--- config.mk ---
export PLATFORM = sky130hd
export DESIGN_NAME = gcd_binary_unit
export DESIGN_NICKNAME = d
export VERILOG_FILES = /design/src/rtl/gcd_pkg.sv /design/src/rtl/gcd_stein_step.sv /design/src/rtl/gcd_binary_unit.sv
export SDC_FILE = /design/constraint.sdc
export NUM_CORES = 1
export LEC_CHECK = 0
export CAP_MARGIN = 5
export CORE_MARGIN = 2
export CORE_UTILIZATION = 55
export DETAILED_ROUTE_END_ITERATION = 12
export MAX_ROUTING_LAYER = met4
export PLACE_DENSITY_LB_ADDON = 0.12
export SYNTH_ARGS = -nofsm -noshare
export SYNTH_HDL_FRONTEND = slang
export SYNTH_SLANG_ARGS = --single-unit
--- constraint.sdc ---
create_clock -name clk -period 3.75 [get_ports clk]
set_clock_uncertainty 0.1 [all_clocks]
set_input_delay 0.5625 -clock clk [delete_from_list [all_inputs] [get_ports clk]]
set_output_delay 0.5625 -clock clk [all_outputs]
set_load 0.01 [all_outputs]
--- src/rtl/gcd_pkg.sv ---
// Shared types and width helpers for the binary (Stein) GCD unit.
// Optional feature macro: GCD_ITER_CNT_EN (see gcd_binary_unit).
package gcd_pkg;

    typedef enum logic [1:0] {
        IDLE   = 2'd0,
        REDUCE = 2'd1,
        DONE   = 2'd2
    } gcd_state_e;

    // k counts common factors of two; it never exceeds width-1.
    function automatic int gcd_k_width(input int width);
        return (width < 2) ? 1 : $clog2(width);
    endfunction

    // Step count is bounded by 2*width, so this width never saturates.
    function automatic int gcd_iter_width(input int width);
        return $clog2(2 * width + 1);
    endfunction

endpackage

--- src/rtl/gcd_stein_step.sv ---
// One combinational Stein reduction step plus the termination flag.
// Operands pass through unchanged once either of them is zero.
module gcd_stein_step
    import gcd_pkg::*;
#(
    parameter int WIDTH = 16,
    parameter int KW    = gcd_k_width(WIDTH)
) (
    input  logic [WIDTH-1:0] u_i,
    input  logic [WIDTH-1:0] v_i,
    input  logic [KW-1:0]    k_i,
    output logic [WIDTH-1:0] u_o,
    output logic [WIDTH-1:0] v_o,
    output logic [KW-1:0]    k_o,
    output logic             term_o
);

    logic [WIDTH:0]   diff;
    logic [WIDTH-1:0] diff_lo;
    logic [WIDTH-1:0] diff_neg;

    assign term_o = (u_i == '0) || (v_i == '0);

    // The single subtractor's borrow doubles as the u>=v decision; v-u is its negation.
    assign diff     = {1'b0, u_i} - {1'b0, v_i};
    assign diff_lo  = diff[WIDTH-1:0];
    assign diff_neg = '0 - diff_lo;

    always_comb begin
        u_o = u_i;
        v_o = v_i;
        k_o = k_i;
        if (!term_o) begin
            if (!u_i[0] && !v_i[0]) begin
                u_o = u_i >> 1;
                v_o = v_i >> 1;
                k_o = k_i + 1'b1;
            end else if (!u_i[0]) begin
                u_o = u_i >> 1;
            end else if (!v_i[0]) begin
                v_o = v_i >> 1;
            end else if (!diff[WIDTH]) begin
                u_o = diff_lo >> 1;
            end else begin
                v_o = diff_neg >> 1;
            end
        end
    end

endmodule

--- src/rtl/gcd_binary_unit.sv ---
// Multi-cycle binary GCD engine: registers, FSM and start/busy/done handshake.
// Define GCD_ITER_CNT_EN to add the iter_cnt output (REDUCE steps of the last result).
module gcd_binary_unit
    import gcd_pkg::*;
#(
    parameter int WIDTH = 16
) (
    input  logic             clk,
    input  logic             rst,
    input  logic             start,
    input  logic [WIDTH-1:0] a,
    input  logic [WIDTH-1:0] b,
    output logic             busy,
    output logic             done,
    output logic [WIDTH-1:0] gcd
`ifdef GCD_ITER_CNT_EN
    ,
    output logic [gcd_iter_width(WIDTH)-1:0] iter_cnt
`endif
);

    localparam int KW = gcd_k_width(WIDTH);

    // Handshake: start is sampled only in IDLE; the sampling edge captures a/b and
    // raises busy. done pulses for one cycle with gcd valid, busy drops one edge
    // later together with done, and gcd holds until the next result is written.
    gcd_state_e       state_q;
    logic [WIDTH-1:0] u_q, v_q, u_d, v_d;
    logic [KW-1:0]    k_q, k_d;
    logic             term;
    logic             busy_q, done_q;
    logic [WIDTH-1:0] gcd_q;

    gcd_stein_step #(
        .WIDTH(WIDTH),
        .KW   (KW)
    ) u_step (
        .u_i   (u_q),
        .v_i   (v_q),
        .k_i   (k_q),
        .u_o   (u_d),
        .v_o   (v_d),
        .k_o   (k_d),
        .term_o(term)
    );

`ifdef GCD_ITER_CNT_EN
    localparam int ITW = gcd_iter_width(WIDTH);
    logic [ITW-1:0] iter_q, iter_cnt_q;

    always_ff @(posedge clk or posedge rst) begin
        if (rst) begin
            iter_q     <= '0;
            iter_cnt_q <= '0;
        end else if (state_q == IDLE && start) begin
            iter_q <= '0;
        end else if (state_q == REDUCE) begin
            if (term) iter_cnt_q <= iter_q;
            else      iter_q     <= iter_q + 1'b1;
        end
    end

    assign iter_cnt = iter_cnt_q;
`endif

    always_ff @(posedge clk or posedge rst) begin
        if (rst) begin
            state_q <= IDLE;
            u_q     <= '0;
            v_q     <= '0;
            k_q     <= '0;
            busy_q  <= 1'b0;
            done_q  <= 1'b0;
            gcd_q   <= '0;
        end else begin
            done_q <= 1'b0;
            case (state_q)
                IDLE: begin
                    if (start) begin
                        u_q     <= a;
                        v_q     <= b;
                        k_q     <= '0;
                        busy_q  <= 1'b1;
                        state_q <= REDUCE;
                    end
                end
                REDUCE: begin
                    if (term) begin
                        // One operand is zero, so the OR is the surviving odd part.
                        gcd_q   <= (u_q | v_q) << k_q;
                        done_q  <= 1'b1;
                        state_q <= DONE;
                    end else begin
                        u_q <= u_d;
                        v_q <= v_d;
                        k_q <= k_d;
                    end
                end
                DONE: begin
                    busy_q  <= 1'b0;
                    state_q <= IDLE;
                end
                default: begin
                    busy_q  <= 1'b0;
                    state_q <= IDLE;
                end
            endcase
        end
    end

    assign busy = busy_q;
    assign done = done_q;
    assign gcd  = gcd_q;

endmodule

# ---- Word level (Yosys, flattened, before mapping)
# Index checks and enable logic that the tools add are counted.
dict set report word_totals {
  inputBits 35
  output_inout_bits 18
  register_bits 56
  elab_cells 65
}
dict set report classes {
  n_reduce_logical 16
  eq_ne 9
  shifts 1
  n_addsub 3
  mux 25
  n_bitwise 2
}
# cell count
set op_table {}
lappend op_table {{$mux W16} 12}
lappend op_table {{$pmux W16 S2} 2}
lappend op_table {{$logic_not A16 Y1} 2}
lappend op_table {{$sub A16 B16 Y17} 1}
lappend op_table {{$or A16 B16 Y16} 1}
lappend op_table {{$shl A16 B4 Y16} 1}
lappend op_table {{$sub A1 B16 Y16 const A} 1}
lappend op_table {{$mux W4} 3}
lappend op_table {{$reduce_and A5 Y1} 2}
lappend op_table {{$pmux W4 S2} 1}
lappend op_table {{$reduce_and A4 Y1} 2}
lappend op_table {{$ne A2 B2 Y1 const B} 3}
lappend op_table {{$reduce_and A2 Y1} 3}
lappend op_table {{$add A4 B1 Y4 const B} 1}
lappend op_table {{$mux W2} 2}
lappend op_table {{$ne A4 B2 Y1 const B} 1}
lappend op_table {{$ne A4 B3 Y1 const B} 1}
lappend op_table {{$ne A4 B4 Y1 const B} 1}
lappend op_table {{$pmux W2 S2} 1}
lappend op_table {{$mux W1} 3}
lappend op_table {{$ne A3 B2 Y1 const B} 1}
lappend op_table {{$reduce_and A3 Y1} 1}
lappend op_table {{$eq A2 B1 Y1 const B} 1}
lappend op_table {{$logic_not A1 Y1} 2}
lappend op_table {{other kinds (7)} 7}

# ---- Depth between registers and ports, before layout
# Gate-level depths: netlist of the first run.
dict set report logic_depth {
  word_depth 8
  mapped_depth 15
  mapped_depth_nobuf 12
}

# ---- Cells and area by module
# A second synthesis of the first run with hierarchy kept.
dict set report hier_totals {
  hier_cells 614
  area_unflattened_um2 5048.6
}
# mod area_each_um2 seq_area_each_um2 cells_per_inst instances
set by_module_without_submodules {}
lappend by_module_without_submodules {gcd_binary_unit 3047.9 1401.3 317 1}
lappend by_module_without_submodules {gcd_stein_step 2000.7 0.0 297 1}

# ---- Least setup slack after synthesis of the first run
# Ideal clock, no wire load.
dict set report synth_timing {
  path_type {register to register}
  start {register u_q[0]}
  end {register v_q[10]}
  required_ps 3515
  setup_time_ps 135
  path_stages_with_launch 13
  path_slack_ps 482
  period_less_slack_ps 3268
  n_path_buf 0
  t_arrival_ps 3033
  path_cell_list {dfrtp_1 > inv_1 > ha_1 > fa_1 > nor3_1 > nor3_1 > xnor2_1 > nand3_1 > or3_1 > nor4_2 > xor2_1 > a221oi_1 > o22ai_1}
}
dict set report synth_via {
  elab_chain_len 8
  word_cells_on_any_way 16
  cone_classes {2 x add/sub; 3 x eq/ne; 6 x mux; 5 x reduce/logical}
}
# item line
set synth_rtl {}
lappend synth_rtl {{start, declared} gcd_binary_unit.sv:28} ;# logic [WIDTH-1:0] u_q, v_q, u_d, v_d;
lappend synth_rtl {{start signal, assigned} gcd_binary_unit.sv:94} ;# u_q <= u_d;
lappend synth_rtl {{$sub A16 B16 Y17} gcd_stein_step.sv:25} ;# assign diff = {1'b0, u_i} - {1'b0, v_i};
lappend synth_rtl {{$sub A1 B16 Y16} gcd_stein_step.sv:27} ;# assign diff_neg = '0 - diff_lo;
lappend synth_rtl {{$mux W16} gcd_stein_step.sv:42} ;# end else if (!diff[WIDTH]) begin
lappend synth_rtl {{$mux W16} gcd_stein_step.sv:40} ;# end else if (!v_i[0]) begin
lappend synth_rtl {{$mux W16} gcd_stein_step.sv:38} ;# end else if (!u_i[0]) begin
lappend synth_rtl {{$mux W16} gcd_stein_step.sv:34} ;# if (!u_i[0] && !v_i[0]) begin
lappend synth_rtl {{$mux W16} gcd_binary_unit.sv:88} ;# if (term) begin
lappend synth_rtl {{$pmux W16 S2} gcd_binary_unit.sv:77} ;# case (state_q)
lappend synth_rtl {{end signal, assigned} gcd_binary_unit.sv:95} ;# v_q <= v_d;
lappend synth_rtl {{end, declared} gcd_binary_unit.sv:28}
# Several ways; a longest one is shown, not always the timed one. The select of a mux whose other input is x is not followed.
# A chain may end at the register's enable or synchronous reset.

# ---- Worst setup path in the final report of the first run
# Ends and elaborated chain as after synthesis.

==> impl_metrics.toml, run 1 <==
[status]
status = "completed"

[clock_tree]
insertion_delay_ns = 0.31
cts_buffers = 5
tritoncts = "done"
cts.clk_slew.worst_paths_ns = 0.11
cts_sinks = 56
ctsLongestPathBuffers = 2
htree_levels = 2
postCtsSetupBuffers = 0
root_buffer = "clkbuf_8"

[logic_synthesis]
yosysSeqAreaShare_pct = 28.6
syn_inst = 587
synth_top_area_share_pct = 28.6
synth_edf_count = 0
syn_area_um2 = 4900
synth-xor-area-share_pct = 4.83
ys_ff_latch = 56
yosysTopAreaCell = "dfrtp_1"
synthesis.nets = 658
synth.area.top_cells = "dfrtp_1 29%, ha_1 8.9%, o21ai_0 5.2%"
yosys.area_share.simple_pct = 19.0
synth_top_family_by_area = "compound AO/OA/AOI/OAI gates"
muxShareOfSynthArea_pct = 5.18
synth_cell_types = 70
synthFlopType = "dfrtp_1"
synth_fa_ha_area_share_pct = 9.35
yosys_warnings = 0
yosysMostFrequentCell = "dfrtp_1"
async_flop_share_pct = 100
syn_avg_cell_area_um2 = 8.35
synth_compound_area_share_pct = 26.0
yosys-top-cells-count = "56 x dfrtp_1, 51 x o21ai_0, 48 x nand2_1"

[worst_setup_path]
crit_family = "simple AND/OR/NAND/NOR gates"
path_cells = "inv_1 > ha_1 > fa_1 > nor3_1 > nor3_1 > xnor2_2 > nand3_1 > or3_1 > nor4_2 > xor2_1 > a221oi_1 > o22ai_1"
cp.required_ns = 3.84
cp_max_fo = 6
path_buf_inv = 1
cpMostUsedCell = "nor3_1"
worstPathArrival_ns = 3.71
crit_path_start_kind = "register"
slowest_delay_ns = 0.44
cp_slowest_cell = "fa_1"
cp-end-kind = "register"
crit_type = "reg2reg"

[sta]
fin_ws_ns = 0.131
fin_setup_tns_ns = 0
fmax_mhz = 276
hold_viol = 0
worst_pin_slew_ns = 0.888
final-setup-viol-count = 0
rsz0062_at_grt = "yes"
period_share_pct = 96.5
period_minus_slack_ns = 3.62
finalMaxSlewViolations = 0
relSlewSlack_pct = 40.7

[final_layout]
final_area_um2 = 5610
syn_to_final_growth_pct = 14.6
final_nets = 697
diodes = 0
drive_gt1_share_pct = 8.45

[global_routing]
grt_use_met2_pct = 49.2
track_usage_pct = 30.3
grt_max_degree = 57
grt_pass1_vias = 4571
antenna_found_initial = 0
grt_pass1_wl_um = 23100
use_met1_pct = 40.7
use_met3_pct = 2.65
grt_overflow_total = 0
top_usage_layer = "met2"

[die]
floorplan.initialDensity_pct = 56.5
die_w_um = 98.4
dieHeight_um = 98.4
ioPinCount = 53
coreArea_um2 = 8680
dieArea_um2 = 9680
rows = 34

[place]
port_buffers = 52
dp_hpwl_um = 10900
dp_slack_ns = 0.185
gp_congestion = 0.945
place_area_um2 = 5510

[detailed_routing]
vias = 4744
drt_first_pass_iters = 5
drcViolationCount = 0
first_iter_violations = 318
via_per_inst = 6.45
ant_nets = 0
drt_wl_total_um = 14100
wl_per_cell_um = 19.3

[min_path]
hp-class = "reg2reg"

[flow_run]
maxCapViolCount = 0
[path summary, 6_finish.rpt]
check | start | to | slack [ns] | cells after the start
hold / removal | gcd[4] | gcd[4] | 0.38 | 2
max in group asynchronous | rst | u_q[9] | 2.38 | 3
hold reg to reg | gcd[4] | gcd[4] | 0.38 | 2
min in group asynchronous | rst | gcd[5] | 0.67 | 3
setup / recovery | u_q[0] | v_q[10] | 0.13 | 12
setup reg to reg | u_q[0] | v_q[10] | 0.13 | 12
[kinds of logic (layout without fill, tap and decap cells)]
kind of cell / after synthesis / after routing
DFF: 56 / 56
AOI/OAI and AO/OA: 185 / 185
and+or+nand+nor: 179 / 179
muxes: 22 / 22
buffers and inverters: 82 / 122
xor gates and xnor gates: 27 / 27
adders and majority gates: 36 / 36
[routing by layer]
metal | part of all wire, % | vias up
met3 | 5.6 | 24
li1 | - | 2227
met4 | 2.4 | 0
met2 | 48 | 179
met5 | 0 | -
met1 | 44 | 2314
[state kept, by name, summed over array words and instances (netlist names)]
signal	flops
u_q	16
k_q	4
done	1
v_q	16
gcd	16
state_q	2
busy	1
[stage by stage]
step / instances / hold WS [ns] / utilization, %
2_1_floorplan: 587 / 0.372 / -
3_3_place_gp: 727 / 0.357 / 63.5
3_5_place_dp: 727 / 0.365 / 63.5
4_1_cts: 735 / 0.390 / 64.5
5_1_grt: 735 / 0.422 / 64.7
6_report: 735 / 0.382 / 64.7
[cell type report]
type | count | area (µm²)
clock buffer | 6 | 72.6
clock inverter | 2 | 16.3
fill | 778 | 3060
inverter | 49 | 184
multi-input combinational | 449 | 3170
sequential | 56 | 1400
tap | 108 | 135
timing repair buffer | 65 | 631
[cell usage in the layout, fill, tap and decap left out, types with 3 or more instances in the layout]
master	instances
a211oi_1	8
inv_1	45
mux2i_1	13
o211ai_1	30
o41ai_1	4
o221ai_1	3
nor3_1	16
nand4_1	7
a31oi_1	7
a21oi_1	22
mux2_2	7
a221o_1	9
nor2_1	37
nand2_1	48
o21ai_1	5
nor3b_1	3
nand2b_1	5
xor2_1	7
o22ai_1	6
inv_2	3
a221oi_1	7
or3_1	7
clkdlybuf4s50_1	52
and2_1	5
ha_1	35
o21ai_0	51
xnor2_1	19
nor2b_1	8
o31ai_1	5
clkbuf_8	5
buf_4	12
nor4_1	11
o21bai_1	4
dfrtp_1	56
and3_1	5
nand3_1	12
[worst register-to-register path, stage by stage, from the launching register on]
cell and delay, ns:
dfrtp_1 0.38, inv_1 0.11, ha_1 0.27, fa_1 0.44, nor3_1 0.36, nor3_1 0.15
xnor2_2 0.30, nand3_1 0.18, or3_1 0.35, nor4_2 0.24, xor2_1 0.11, a221oi_1 0.37
o22ai_1 0.14
[what timing repair did]
item	4_1_cts	5_1_grt
hold buffers	0	0
gates resized for setup	0	2
setup endpoints to repair	0	4
Power of run 1 is not shown: default switching activity piles up to over one toggle a cycle in this logic, so the estimate is an artifact.
==> inputs of run 2 (changes only) <==
--- a/config.mk
+++ b/config.mk
@@ -11,6 +11,7 @@
 export DETAILED_ROUTE_END_ITERATION = 12
 export MAX_ROUTING_LAYER = met4
 export PLACE_DENSITY_LB_ADDON = 0.12
+export SLEW_MARGIN = 25
 export SYNTH_ARGS = -nofsm -noshare
 export SYNTH_HDL_FRONTEND = slang
 export SYNTH_SLANG_ARGS = --single-unit
==> results of run 2 <==
Same layout as run 1: the final DEF is identical, and so are final timing and power.
Power of run 2 is left out for the same reason.
==> inputs of run 3 (changes only) <==
--- a/config.mk
+++ b/config.mk
@@ -7,8 +7,9 @@
 export LEC_CHECK = 0
 export CAP_MARGIN = 5
 export CORE_MARGIN = 2
-export CORE_UTILIZATION = 55
+export CORE_UTILIZATION = 52
 export DETAILED_ROUTE_END_ITERATION = 12
+export GPL_TIMING_DRIVEN = 0
 export MAX_ROUTING_LAYER = met4
 export PLACE_DENSITY_LB_ADDON = 0.12
 export SLEW_MARGIN = 25
==> constraint.sdc (replaced) <==
create_clock -name clk -period 3.31 [get_ports clk]
set_clock_uncertainty 0.1 [all_clocks]
set_input_delay 0.4965 -clock clk [delete_from_list [all_inputs] [get_ports clk]]
set_output_delay 0.4965 -clock clk [all_outputs]
set_load 0.01 [all_outputs]
==> impl_metrics.toml, run 3 (same netlist as run 1, synthesis figures left out) <==
[status]
status = "completed"

[worst_setup_path]
crit_family = "compound AO/OA/AOI/OAI gates"
ff2ff_setup_slack_ns = 0.17
reg2reg_from = "v_q[5]"
crit_type = "reg2reg"
cp.required_ns = 3.39
crit_path_start_kind = "register"
slowest_delay_ns = 0.42
cp_max_fo = 11
path_cells = "inv_2 > ha_4 > or3_1 > o21bai_2 > a211oi_2 > nor3_1 > a211oi_2 > buf_4 > and3_1 > buf_2 > a221oi_1 > a211oi_1 > a21oi_1"
cpMostUsedCell = "a211oi_2"
cp-end-kind = "register"
cp_slowest_cell = "dfrtp_1"
path_buf_inv = 3
regToRegEndpoint = "u_q[0]"
reg2reg_depth = 13
worstPathArrival_ns = 3.22

[clock_tree]
tritoncts = "done"
cts.clk_slew.worst_paths_ns = 0.10
cts_buffers = 5
ctsLongestPathBuffers = 2
root_buffer = "clkbuf_8"
htree_levels = 2
cts_sinks = 56
postCtsHoldBufs = 0
insertion_delay_ns = 0.32

[detailed_routing]
wl_per_cell_um = 19.8
drt_wl_total_um = 15400
first_iter_violations = 321
met1_length_um = 6330
wl_met3_um = 1050
vias = 4952
ant_nets = 0
met2WireLength_um = 7420
via_per_inst = 6.37
drcViolationCount = 0
drt_first_pass_iters = 5
routed.top_layer = "met4"

[die]
coreArea_um2 = 9200
dieHeight_um = 101
floorplan.initialDensity_pct = 53.3
die_w_um = 101
rows = 35
dieArea_um2 = 10200
ioPinCount = 53

[sta]
fin_setup_tns_ns = 0
fin_worst_hold_slack_ns = 0.344
hold_viol = 0
fmax_mhz = 318
period_minus_slack_ns = 3.14
period_share_pct = 94.9
rsz0062_at_grt = "yes"
worst_pin_slew_ns = 0.712
relSlewSlack_pct = 52.4
final-setup-viol-count = 0
finalMaxSlewViolations = 0

[final_layout]
drive_gt1_share_pct = 16.2
layout_common_cells = "53 x dfrtp_1, 52 x clkdlybuf4s50_1, 49 x o21ai_0"
diodes = 0
finalNonFillerCells = 778
syn_to_final_growth_pct = 24.3
final_nets = 737
final_area_um2 = 6090
final_common_cell = "dfrtp_1"

[global_routing]
grt_pass1_wl_um = 24500
grt_max_degree = 43
track_usage_pct = 31.8
grt_overflow_total = 0
antenna_found_initial = 0
grt_pass1_vias = 4716

[place]
port_buffers = 52
gp_congestion = 0.986
place_area_um2 = 5580
dp_hpwl_um = 11900
dp.cells = 751

[flow_run]
maxCapViolCount = 0

[min_path]
hp-class = "in2async"
## run 3: cell types whose count changed in the layout (fill, tap and decap cells not counted), moves of 4 or more
cell,delta
buf_4,+8
buf_2,+4
inv_1,-5
ha_4,+4
inv_2,+4
clkbuf_1,+21
ha_1,-5
nor3_1,-5
buf_6,+4
## run 3: layout make-up
| class | count | area [µm²] |
|---|---|---|
| flip-flops and latches | 56 | 1410 |
| multi-input cells | 449 | 3400 |
| clock inverters | 3 | 42.5 |
| fillers | 793 | 3110 |
| well taps | 111 | 139 |
| repair buffers | 73 | 691 |
| clock buffers | 5 | 68.8 |
| plain buffers | 32 | 156 |
| inverters | 49 | 186 |
## run 3: worst register-to-register path: stages (launching register included)
cell	delay, ns
dfrtp_1	0.42
inv_2	0.11
ha_4	0.23
or3_1	0.41
o21bai_2	0.24
a211oi_2	0.24
nor3_1	0.09
a211oi_2	0.17
buf_4	0.24
and3_1	0.18
buf_2	0.20
a221oi_1	0.13
a211oi_1	0.20
a21oi_1	0.06
## run 3: per-stage QoR
stage	utilization [%]	setup slack, ns
after floorplan	-	0.0419
final	66.2	0.170
after CTS	63.1	-0.00334
after global routing	66.2	-0.0375
after detailed placement	60.7	-0.566
after global placement	60.4	-0.536
## run 3: repair_timing
item / CTS / global route
resized for setup: 16 / 41
endpoints found under the setup margin: 31 / 31
setup buffers: 8 / 12
pin swaps: 5 / 12
## run 3: worst max-delay path by stage
stage	start	endpoint	slack, ns	cells past startpoint
2_1_floorplan	u_q[0]	v_q[10]	0.04	12
3_3_place_gp	u_q[0]	v_q[14]	-0.54	12
3_5_place_dp	u_q[0]	v_q[14]	-0.57	12
4_1_cts	u_q[0]	v_q[14]	-0.003	12
5_1_grt	u_q[6]	v_q[13]	-0.04	15
6_report	v_q[5]	u_q[0]	0.17	13
## run 3: per-layer routing
layer / vias to the layer above / GRT usage, %
met5: - / -
met4: 0 / 13.7
met3: 44 / 3.88
met2: 252 / 51.0
met1: 2348 / 40.4
li1: 2308 / -
Power of run 3 is left out for the same reason.
